`src/rtl/note_sequencer_pkg.sv`:
```
// rtl/note_sequencer_pkg.sv - shared widths, ROM word layout and FSM encoding for note_sequencer
package note_sequencer_pkg;

    localparam int NOTE_W       = 6;
    localparam int DUR_W        = 6;
    localparam int SONG_W       = 2;
    localparam int ROM_W        = NOTE_W + DUR_W;
    localparam int ROM_DUR_LSB  = 0;
    localparam int ROM_NOTE_LSB = ROM_DUR_LSB + DUR_W;

    localparam logic [2:0] ST_IDLE  = 3'd0;
    localparam logic [2:0] ST_FETCH = 3'd1;
    localparam logic [2:0] ST_LOAD  = 3'd2;
    localparam logic [2:0] ST_HOLD  = 3'd3;
    localparam logic [2:0] ST_DONE  = 3'd4;

    typedef struct packed {
        logic [NOTE_W-1:0] note;
        logic [DUR_W-1:0]  duration;
    } rom_word_t;

endpackage

```
`src/rtl/note_sequencer_if.sv`:
```
// rtl/note_sequencer_if.sv - song ROM bus between note_sequencer and the external ROM
interface note_sequencer_if
    import note_sequencer_pkg::*;
#(
    parameter int ADDR_W = 7
);
    logic [ADDR_W-1:0] rom_addr;
    logic [ROM_W-1:0]  rom_data;

    modport master (output rom_addr, input rom_data);
    modport slave  (input rom_addr, output rom_data);
endinterface

```
`src/rtl/note_sequencer_duration_counter.sv`:
```
// rtl/note_sequencer_duration_counter.sv - beat down-counter holding the remaining length of a note
module duration_counter
    import note_sequencer_pkg::*;
(
    input  logic             clk,
    input  logic             reset_n,
    input  logic             clear,
    input  logic             load,
    input  logic [DUR_W-1:0] load_value,
    input  logic             dec,
    output logic             last
);

    logic [DUR_W-1:0] count;

    always_ff @(posedge clk or negedge reset_n) begin
        if (!reset_n) begin
            count <= '0;
        end else if (clear) begin
            count <= '0;
        end else if (load) begin
            count <= load_value;
        end else if (dec && (count != '0)) begin
            count <= count - {{(DUR_W-1){1'b0}}, 1'b1};
        end
    end

    assign last = (count == {{(DUR_W-1){1'b0}}, 1'b1});

endmodule

```
`src/rtl/note_sequencer.sv`:
```
// rtl/note_sequencer.sv - walks a song in the external ROM, emitting one note per duration of beats
module note_sequencer
    import note_sequencer_pkg::*;
#(
    parameter int NOTE_IDX_W = 5
) (
    input  logic              clk,
    input  logic              reset_n,
    input  logic              play,
    input  logic              reset_player,
    input  logic [SONG_W-1:0] song,
    input  logic              beat,
    note_sequencer_if.master  rom,
    output logic [NOTE_W-1:0] note_out,
    output logic              new_note,
    output logic              song_done
);

    localparam logic [NOTE_IDX_W-1:0] LAST_IDX = '1;
    localparam logic [NOTE_IDX_W-1:0] ONE_IDX  = {{(NOTE_IDX_W-1){1'b0}}, 1'b1};

    logic [2:0]            state;
    logic [NOTE_IDX_W-1:0] note_idx;
    logic [SONG_W-1:0]     song_latched;
    rom_word_t             word;
    logic                  qual_beat;
    logic                  cnt_clear;
    logic                  cnt_load;
    logic                  cnt_dec;
    logic                  cnt_last;

    assign word      = rom_word_t'(rom.rom_data);
    // A beat only counts while playing; paused beats are dropped, not deferred.
    assign qual_beat = beat & play;

    assign cnt_clear = reset_player | (state == ST_DONE);
    assign cnt_load  = !reset_player && (state == ST_LOAD) && (word.duration != '0);
    assign cnt_dec   = !reset_player && (state == ST_HOLD) && qual_beat;

    duration_counter u_duration_counter (
        .clk        (clk),
        .reset_n    (reset_n),
        .clear      (cnt_clear),
        .load       (cnt_load),
        .load_value (word.duration),
        .dec        (cnt_dec),
        .last       (cnt_last)
    );

    always_ff @(posedge clk or negedge reset_n) begin
        if (!reset_n) begin
            state        <= ST_IDLE;
            note_idx     <= '0;
            song_latched <= '0;
            note_out     <= '0;
            new_note     <= 1'b0;
        end else begin
            new_note <= 1'b0;
            if (reset_player) begin
                state    <= ST_IDLE;
                note_idx <= '0;
                note_out <= '0;
            end else begin
                case (state)
                    ST_IDLE: begin
                        song_latched <= song;
                        note_idx     <= '0;
                        if (play) state <= ST_FETCH;
                    end
                    ST_FETCH: begin
                        if (play) state <= ST_LOAD;
                    end
                    ST_LOAD: begin
                        // Zero duration marks the end of a song shorter than 32 notes.
                        if (word.duration == '0) begin
                            state <= ST_DONE;
                        end else begin
                            note_out <= word.note;
                            new_note <= 1'b1;
                            state    <= ST_HOLD;
                        end
                    end
                    ST_HOLD: begin
                        if (qual_beat && cnt_last) begin
                            if (note_idx == LAST_IDX) begin
                                state <= ST_DONE;
                            end else begin
                                note_idx <= note_idx + ONE_IDX;
                                state    <= ST_FETCH;
                            end
                        end
                    end
                    ST_DONE: begin
                        note_out <= '0;
                        note_idx <= '0;
                        state    <= ST_IDLE;
                    end
                    default: state <= ST_IDLE;
                endcase
            end
        end
    end

    assign song_done    = (state == ST_DONE);
    assign rom.rom_addr = {song_latched, note_idx};

endmodule

```
`src/flat_wrapper.sv`:
```
// flat-port wrapper written by rule: the top's interface ports become plain ports
module note_sequencer_flat import note_sequencer_pkg::*;
#(
    parameter int NOTE_IDX_W = 5
)
  (clk, reset_n, play, reset_player, song, beat, note_out, new_note, song_done, rom_rom_addr, rom_rom_data);
  note_sequencer_if rom_i ();
  input  logic clk;
  input  logic reset_n;
  input  logic play;
  input  logic reset_player;
  input  logic [SONG_W-1:0] song;
  input  logic beat;
  output logic [NOTE_W-1:0] note_out;
  output logic new_note;
  output logic song_done;
  output wire logic [$bits(rom_i.rom_addr)-1:0] rom_rom_addr;
  input wire logic [$bits(rom_i.rom_data)-1:0] rom_rom_data;
  assign rom_rom_addr = rom_i.rom_addr;
  assign rom_i.rom_data = rom_rom_data;
  note_sequencer #(.NOTE_IDX_W(NOTE_IDX_W)) u_core (.clk(clk), .reset_n(reset_n), .play(play), .reset_player(reset_player), .song(song), .beat(beat), .rom(rom_i), .note_out(note_out), .new_note(new_note), .song_done(song_done));
endmodule
```
`config.mk`:
```
export PLATFORM = sky130hd
export DESIGN_NAME = note_sequencer_flat
export DESIGN_NICKNAME = d
export VERILOG_FILES = /design/src/rtl/note_sequencer_pkg.sv /design/src/rtl/note_sequencer_if.sv /design/src/rtl/note_sequencer_duration_counter.sv /design/src/rtl/note_sequencer.sv /design/src/flat_wrapper.sv
export SDC_FILE = /design/constraint.sdc
export NUM_CORES = 1
export LEC_CHECK = 0
export CELL_PAD_IN_SITES_DETAIL_PLACEMENT = 1
export CELL_PAD_IN_SITES_GLOBAL_PLACEMENT = 1
export CORE_MARGIN = 1
export CORE_UTILIZATION = 28
export CTS_BUF_LIST = sky130_fd_sc_hd__clkbuf_8
export DETAILED_ROUTE_END_ITERATION = 10
export PLACE_DENSITY_LB_ADDON = 0.1
export REMOVE_ABC_BUFFERS = 1
export SLEW_MARGIN = 20
export SYNTH_ARGS = -nofsm -noshare
export SYNTH_HDL_FRONTEND = slang
export SYNTH_SLANG_ARGS = --single-unit
```
`constraint.sdc`:
```
create_clock -name clk -period 2.07 [get_ports clk]
set_clock_uncertainty 0.2 [all_clocks]
set_input_delay 0.207 -clock clk [delete_from_list [all_inputs] [get_ports clk]]
set_output_delay 0.207 -clock clk [all_outputs]
set_load 0.02 [all_outputs]
```
Word-level counts from Yosys, hierarchy flattened

Index checks and enable logic that the tools add are counted.

Register bits after elaboration: 23
Input port bits: 19
Output and inout port bits: 15
Logic and storage cells: 61

Add/subtract/negate cells: 2
Eq/ne operators: 11
Multiplexer cells: 20
Bitwise logic cells: 3
Reductions and logical operators: 19

Operator list:

| kind                                                                  | count |
|---|---|
| 6-bit two-way mux                                                     | 5 |
| 3-bit two-way mux                                                     | 6 |
| 5-bit two-way mux                                                     | 3 |
| 3-bit != test, second input constant                                  | 5 |
| 3-bit one-hot mux with 4 select lines                                 | 1 |
| 6-bit one-hot mux with 2 select lines                                 | 1 |
| 6-bit nonzero test                                                    | 2 |
| 5-bit one-hot mux with 2 select lines                                 | 1 |
| 3-bit nonzero test                                                    | 3 |
| 3-bit by 2-bit equality test with 1-bit output, second input constant | 2 |
| 6-bit by 1-bit equality test with 1-bit output, second input constant | 1 |
| 1-bit logical AND                                                     | 6 |
| 6-bit zero test                                                       | 1 |
| 3-bit AND reduction                                                   | 2 |
| 6-bit by 1-bit subtractor with 6-bit output, second input constant    | 1 |
| 5-bit by 1-bit adder with 5-bit output, second input constant         | 1 |
| 5-bit equality test, second input constant                            | 1 |
| 2-bit AND reduction                                                   | 2 |
| 3-bit by 1-bit equality test with 1-bit output, second input constant | 1 |
| 3-bit equality test, second input constant                            | 1 |
| 3-bit zero test                                                       | 1 |
| 1-bit two-way mux                                                     | 3 |
| 2-bit OR reduction                                                    | 1 |
| 1-bit bitwise AND                                                     | 1 |
| other kinds (3)                                                       | 3 |

Depth between registers and ports, before layout

Gate-level depths: netlist (run 1).

Word-level depth: 7
Depth in mapped cells: 6
Mapped depth without buffers: 6

By module

A second synthesis (run 1) with hierarchy kept.

Cells, all modules: 131
Area total of the unflattened synthesis: 1371.3 um^2

Modules (own cells, without submodules):

| module           | times used | cells each | area each (um^2) |
|---|---|---|---|
| note_sequencer   | 1          | 80         | 879.6 |
| duration_counter | 1          | 51         | 491.7 |

Worst setup path before layout (run 1)

OpenSTA, ideal clock, no wires.

Path kind: reg-to-reg
Start point: register u_core.note_idx[0]
End point: register u_core.note_idx[0]
Setup time: 0.125 ns
Data arrival time: 1.948 ns
Slack: -0.203 ns
Stages on the path, launching flop included: 7
Path buffers: 0
Clock period less this slack: 2.273 ns
Cell sequence: dfrtp_1 -> ha_1 -> and3_1 -> ha_1 -> or3_1 -> a22o_1 -> mux2_4

Longest elaborated chain between the ends: 5
Elaborated cells between the ends (all ways): 8
Those cells by class: add/sub: 1; eq/ne: 2; mux: 4; reduce/logical: 1

Ends and longest elaborated chain:

| element                                | RTL line             | RTL |
|---|---|---|
| start, declared                        | note_sequencer.sv:23 | `logic [NOTE_IDX_W-1:0] note_idx;` |
| start signal, assigned                 | note_sequencer.sv:88 | `note_idx <= note_idx + ONE_IDX;` |
| 5-bit by 1-bit adder with 5-bit output | note_sequencer.sv:88 |  |
| 5-bit two-way mux                      | note_sequencer.sv:85 | `if (note_idx == LAST_IDX) begin` |
| 5-bit two-way mux                      | note_sequencer.sv:84 | `if (qual_beat && cnt_last) begin` |
| 5-bit one-hot mux with 2 select lines  | note_sequencer.sv:64 | `case (state)` |
| 5-bit two-way mux                      | note_sequencer.sv:59 | `if (reset_player) begin` |

Parallel ways exist; a longest one is shown, timed or not. The select of a mux whose other input is x is not followed.
A chain may end at the register's enable or synchronous reset.

Worst setup path in the final report (run 1)

Start point: register u_core.u_duration_counter.count[5]
End point: register u_core.note_idx[0]

Longest elaborated chain between the ends: 4

Ends and longest elaborated chain:

| element                                        | RTL line                              | RTL |
|---|---|---|
| start, declared                                | note_sequencer_duration_counter.sv:14 | `logic [DUR_W-1:0] count;` |
| start signal, assigned                         | note_sequencer_duration_counter.sv:22 | `count <= load_value;` |
| start signal, assigned                         | note_sequencer_duration_counter.sv:24 | `count <= count - {{(DUR_W-1){1'b0}}, 1'b1};` |
| 6-bit by 1-bit equality test with 1-bit output | note_sequencer_duration_counter.sv:28 | `assign last = (count == {{(DUR_W-1){1'b0}}, 1'b1});` |
| 1-bit logical AND                              | note_sequencer.sv:84                  |  |
| 3-bit != test (no source line)                 | n/a                                   |  |
| 3-bit AND reduction (no source line)           | n/a                                   |  |

Every way passes these cells.

==> reports/qor.txt, run 1 <==
Status -> finished with violations
Failing checks -> negative setup slack
Register area -> 576 sq um
HPWL Detailed -> 2.95 mm
Chip Height -> 69.8 microns
Initial antenna violation count -> 0
Drt total wl -> 3.96 mm
Fill cell count -> 517
Cell area after synthesis -> 0.00129 sq mm
Port Buf Inserts -> 33
Comb pwr share -> 0.350
Vias -> 1,281
Hold Worst Slack -> 0.0986 ns
CTS root buf -> clkbuf_8
RSZ-0062 raised after global routing -> true
Area Growth Syn to Fin -> 56.3%
Max rail drop VDD -> 383 uV
Die Area -> 0.00487 sq mm
Pwr/cell area -> 616 mW/mm^2
WL/cell -> 16.0 microns
TritonCTS Sinks -> 23
Worst-Skew Late Latency -> 0.27 ns
Pre-antenna DRT Iters -> 4
CTS Buffer Depth -> 2
Post-DRT Antenna Nets -> 0
Initial Utilization -> 0.293
Commonest cells in the netlist -> dfrtp_1, nand2_1, inv_1
Worst slew pin tran -> 0.499 ns
Top-area cell type share of the netlist area -> 0.447
TritonCTS buffer count -> 3
Largest net degree at the start of global routing -> 24
Residual DRC count -> 0
Reg2Reg Depth -> 4
Reg-to-reg setup timing slack -> -0.07 ns
Vias in the first global route -> 1,354
#FFs+latches synth -> 23
Internal -> 0.846 mW
Clock power share -> 0.231
N_diodes -> 0
Unique masters post-synth -> 43
Final Setup Violations -> 3
DIE WIDTH -> 69.8 microns
Grt ovf -> 0
Row cnt -> 24
Share of post-route cells with drive strength above 1 -> 0.250
Worst rel slew slack -> 0.664
Setup CP Type -> flip-flop to flip-flop
Post-synth EDFFs -> 0
Reg-to-reg endpoint -> u_core.note_idx[0]
Largest cells by area after synthesis -> dfrtp_1, ha_1, o41ai_1
Minimum clock period -> 2.14 ns
Ys Warns -> 0
Worst hold-check path type -> input pin to async pin
NetSw -> 0.392 mW
Top_reg_cell synth -> dfrtp_1
First-pass GRT wire length -> 6.42 mm
Critical path launch point type -> flip-flop
Worst Path Arrival -> 2.10 ns
Nets -> 221
Core footprint -> 0.00438 sq mm
Via/cell ratio -> 5.17
Worst Path Required -> 2.03 ns
CTS tree -> yes
Total of max-cap violations -> 0
Final Hold Fails -> 0
Initial drt markers -> 47
Synth area leader -> dfrtp_1
Sequential area share after synthesis -> 0.447
Switching part of the total power -> 0.317
H-tree Lvls -> 1
Cells after synthesis -> 133
Most frequent cell after synthesis -> dfrtp_1
R2r startpoint -> u_core.u_duration_counter.count[5]
Final period util -> 1.04
Total power -> 1.24 mW
Syn avg cell area -> 9.67 sq um
Top Ports -> 34
RePlAce Congestion -> 0.778
Fmax -> 466 MHz
Multi-input logic area -> 709 sq um
Async S/R FF share, synth -> 1.00
All-layer global routing usage -> 0.166
Crit end category -> flip-flop
Crit Path Max Fanout -> 3
Reg power frac -> 0.419
Count of final max-slew check failures -> 0
Setup ws final -> -0.0742 ns
# hold bufs at CTS -> 0
Total leakage power -> 0.887 nW
Reg clk slew, reported paths -> 0.09 ns
worst max-delay path, cell delays in order (launching register included):
cell and delay, ns:
dfrtp_1 0.39, or4_4 0.54, or3_4 0.39, a22o_4 0.26, mux2_4 0.25
power groups by stage:
| stage | Clock (mW) | Sequential [mW] | Combinational [mW] |
|---|---|---|---|
| after global placement | 0 | 0.526 | 0.396 |
| after detailed placement | 0 | 0.528 | 0.403 |
| after global routing | 0.321 | 0.525 | 0.476 |
| after CTS | 0.299 | 0.519 | 0.411 |
| final | 0.286 | 0.518 | 0.434 |
| after floorplan | 0 | 0.570 | 0.162 |
metal layers:
metal,GRT usage,vias to the layer above,share of wire
li1,-,621,-
met5,0,-,0
met1,0.201,636,0.42
met2,0.300,20,0.54
met3,0.0378,4,0.031
met4,0.0333,0,0.0063
registers in the layout, indices dropped and copies added (netlist names):
name	count
u_core.new_note	1
u_core.note_idx	5
u_core.note_out	6
u_core.song_latched	2
u_core.state	3
u_core.u_duration_counter.count	6
cells in the final DEF (no fill, tap or decap), drive strengths merged, types with 4 or more instances in the layout:
master         instances
clkdlybuf4s50         32
buf                   31
dfrtp                 23
nand2                 14
inv                   11
nor2                   8
o41ai                  7
nand3                  7
ha                     5
nor4                   4
stage by stage:
stage,cell area (sq um),std cells,util,worst slack [ns],setup TNS [ns]
6_report,2010,248,0.459,-0.0742,-0.127
5_1_grt,2010,248,0.459,-0.108,-0.267
4_1_cts,1930,244,0.441,-0.0741,-0.166
3_5_place_dp,1870,239,0.426,-0.233,-2.16
3_3_place_gp,1870,239,0.426,-0.0862,-0.846
2_1_floorplan,1270,128,-,-0.203,-0.541
cells by family after synthesis:
family          count (synthesis)  share of synthesized area
mux                             5                     0.0447
fa+ha+maj                       5                     0.0486
compound gates                 28                      0.171
buf+inv                        16                     0.0477
xor+xnor                        2                     0.0136
simple gates                   54                      0.227
flops                          23                      0.447
worst max path at each step:
stage | startpoint | to | slack [ns] | depth (start not counted)
floorplan | u_core.note_idx[0] | u_core.note_idx[0] | -0.20 | 6
global placement | reset_player | u_core.u_duration_counter.count[5] | -0.09 | 5
detailed placement | rom_rom_data[1] | u_core.note_out[1] | -0.23 | 6
CTS | u_core.u_duration_counter.count[5] | u_core.note_idx[0] | -0.07 | 4
global route | u_core.note_idx[0] | u_core.note_idx[0] | -0.11 | 6
finish | u_core.u_duration_counter.count[5] | u_core.note_idx[0] | -0.07 | 4
what timing repair did:
action	CTS	global route
gates resized for setup	4	7
gates cloned	0	0
setup buffers	1	4
setup endpoints to repair	5	9
endpoints found under the hold margin	0	0
pin swaps	5	4
area by class of cell:
| type | count | area share |
|---|---|---|
| clock buffers | 3 | 0.0205 |
| well taps | 52 | 0.0324 |
| inverters | 11 | 0.0205 |
| repair buffers | 64 | 0.286 |
| multi-input cells | 94 | 0.353 |
| clock inverters | 1 | 0.00187 |
| flip-flops and latches | 23 | 0.286 |
Note: power is estimated with default switching activity, not from simulation.
==> run 2: changes to the inputs <==
--- a/config.mk
+++ b/config.mk
@@ -12,7 +12,6 @@
 export CTS_BUF_LIST = sky130_fd_sc_hd__clkbuf_8
 export DETAILED_ROUTE_END_ITERATION = 10
 export PLACE_DENSITY_LB_ADDON = 0.1
-export REMOVE_ABC_BUFFERS = 1
 export SLEW_MARGIN = 20
 export SYNTH_ARGS = -nofsm -noshare
 export SYNTH_HDL_FRONTEND = slang
==> constraint.sdc (replaced) <==
create_clock -name clk -period 2.2 [get_ports clk]
set_clock_uncertainty 0.2 [all_clocks]
set_input_delay 0.22 -clock clk [delete_from_list [all_inputs] [get_ports clk]]
set_output_delay 0.22 -clock clk [all_outputs]
set_load 0.02 [all_outputs]
==> reports/qor.txt, run 2 (synthesis gave the netlist of run 1 again) <==
Status -> complete, no violations
Reg clk slew, reported paths -> 0.08 ns (about the same)
Setup CP Type -> flip-flop to flip-flop
Area Growth Syn to Fin -> 48.2%
Commonest non-fill, non-tap cell in the layout -> clkdlybuf4s50_1
Vias -> 1,234 (-3.7%)
Share of post-route cells with drive strength above 1 -> 0.198 (-0.0521)
# hold bufs at CTS -> 0 (unchanged)
Worst Path Arrival -> 2.14 ns (+0.04 ns)
Worst rel slew slack -> 0.702 (+0.0379)
Via/cell ratio -> 5.16 (about the same)
Initial Utilization -> 0.293 (unchanged)
DIE WIDTH -> 69.8 microns (unchanged)
TritonCTS Sinks -> 23 (unchanged)
Crit Path Max Fanout -> 3 (unchanged)
Largest regs -> u_core.note_out: 6 flops, u_core.u_duration_counter.count: 6 flops, u_core.note_idx: 5 flops
Grt ovf -> 0 (unchanged)
Initial antenna violation count -> 0 (unchanged)
TritonCTS buffer count -> 3 (unchanged)
Pwr/cell area -> 589 mW/mm^2 (-4.5%)
Nets -> 212 (-4.1%)
Drt total wl -> 3.62 mm (-8.6%)
Fill cell count -> 506 (-2.1%)
Total power -> 1.12 mW (-9.4%)
N_diodes -> 0 (unchanged)
Initial drt markers -> 32 (-32%)
Switching part of the total power -> 0.312 (-0.00501)
Core footprint -> 0.00438 sq mm (unchanged)
Reg power frac -> 0.438 (+0.019)
H-tree Lvls -> 1 (unchanged)
NetSw -> 0.350 mW (-11%)
CTS tree -> yes
Worst slew pin tran -> 0.443 ns (-0.0563 ns)
Crit end category -> flip-flop
Multi-input logic area -> 669 sq um (-5.6%)
Max rail drop VDD -> 210 uV (-45%)
Register area -> 578 sq um (+0.43%)
Internal -> 0.772 mW (-8.7%)
Comb pwr share -> 0.329 (-0.021)
Reg-to-reg setup timing slack -> 0.02 ns (+0.09 ns)
TNS Setup -> 0 ns (+0.127 ns)
Pre-antenna DRT Iters -> 4 (unchanged)
CTS root buf -> clkbuf_8
Hold Worst Slack -> 0.111 ns (+0.0125 ns)
Port Buf Inserts -> 33 (unchanged)
Worst-Skew Late Latency -> 0.26 ns (about the same)
Count of final max-slew check failures -> 0 (unchanged)
Worst hold-check path type -> input pin to async pin
Largest net degree at the start of global routing -> 24 (unchanged)
Final period util -> 0.992 (-0.0441)
First-pass GRT wire length -> 6.29 mm (-1.9%)
Minimum clock period -> 2.18 ns (+0.0376 ns)
Row cnt -> 24 (unchanged)
Residual DRC count -> 0 (unchanged)
Final Setup Violations -> 0 (-3)
Post-DRT Antenna Nets -> 0 (unchanged)
Critical path launch point type -> flip-flop
WL/cell -> 15.2 microns (-5.1%)
Worst Path Required -> 2.16 ns (+0.13 ns)
Syn Nets -> 157
RePlAce Congestion -> 0.809 (+4.0%)
Commonest cells after routing, fill and taps aside -> clkdlybuf4s50_1, buf_4, dfrtp_1
Die Area -> 0.00487 sq mm (unchanged)
RSZ-0062 raised after global routing -> true
Clock power share -> 0.233 (+0.002)
Total leakage power -> 0.823 nW (-7.3%)
Total of max-cap violations -> 0 (unchanged)
Chip Height -> 69.8 microns (unchanged)
HPWL Detailed -> 2.84 mm (-3.7%)
Final Hold Fails -> 0 (unchanged)
Fmax -> 458 MHz (-1.7%)
CTS Buffer Depth -> 2 (unchanged)
Top Ports -> 34 (unchanged)
All-layer global routing usage -> 0.160 (-0.00614)
Reg2Reg Depth -> 4 (unchanged)
Vias in the first global route -> 1,331 (-1.7%)
[run 2: cell count changes in the layout (fill, tap and decap cells not counted), moves of 2 or more]
cell     before  now
dfrtp_1      23   21
nor4_1        1    4
nor4_4        2    0
buf_4        30   21
dfrtp_2       0    2
[run 2: routing by layer]
layer  part of all wire  GRT usage
met1               0.46      0.205
met2               0.50      0.268
met3              0.029     0.0247
met4              0.014     0.0644
met5                  0          0
[run 2: stage by stage]
step           utilization  setup WS [ns]  area, sq um  instances
3_3_place_gp         0.419      -0.000811         1840        234
2_1_floorplan            -         0.0128         1290        133
5_1_grt              0.435        -0.0229         1910        239
6_report             0.435         0.0182         1910        239
3_5_place_dp         0.419        -0.0772         1840        234
4_1_cts              0.429        0.00946         1880        238
[run 2: timing repair]
action                     4_1_cts  5_1_grt
setup endpoints to repair        0        3
resized for setup                0        3
hold endpoints to repair         0        0
setup buffers                    0        1
[run 2: area by class of cell]
cell class | count | area share
Multi-Input combinational cell | 94 | 0.351
Sequential cell | 23 | 0.303
Timing Repair Buffer | 55 | 0.266
Tap cell | 52 | 0.0341
Clock buffer | 3 | 0.0217
Inverter | 11 | 0.0217
Clock inverter | 1 | 0.00197
[run 2: worst paths after layout]
kind,from,end
worst min register to register,u_core.song_latched[1],u_core.song_latched[1]
worst max register to register,u_core.u_duration_counter.count[5],u_core.note_idx[0]
max in group asynchronous,reset_n,u_core.note_idx[0]
worst max-delay path,u_core.u_duration_counter.count[5],u_core.note_idx[0]
min in group clk,rom_rom_data[6],u_core.note_out[0]
worst min-delay path,reset_n,u_core.u_duration_counter.count[0]
[run 2: power by group through the flow]
stage               combinational [mW]  clock, mW  sequential (mW)
CTS                              0.371      0.273            0.493
global route                     0.404      0.290            0.499
detailed placement               0.370          0            0.501
global placement                 0.359          0            0.497
floorplan                        0.172          0            0.525
finish                           0.370      0.261            0.491
[run 2: worst max-delay path, stage by stage, from the launching register on]
cell	delay [ns]
dfrtp_1	0.39
or4_4	0.56
or3_4	0.39
a22o_1	0.27
mux2_4	0.26
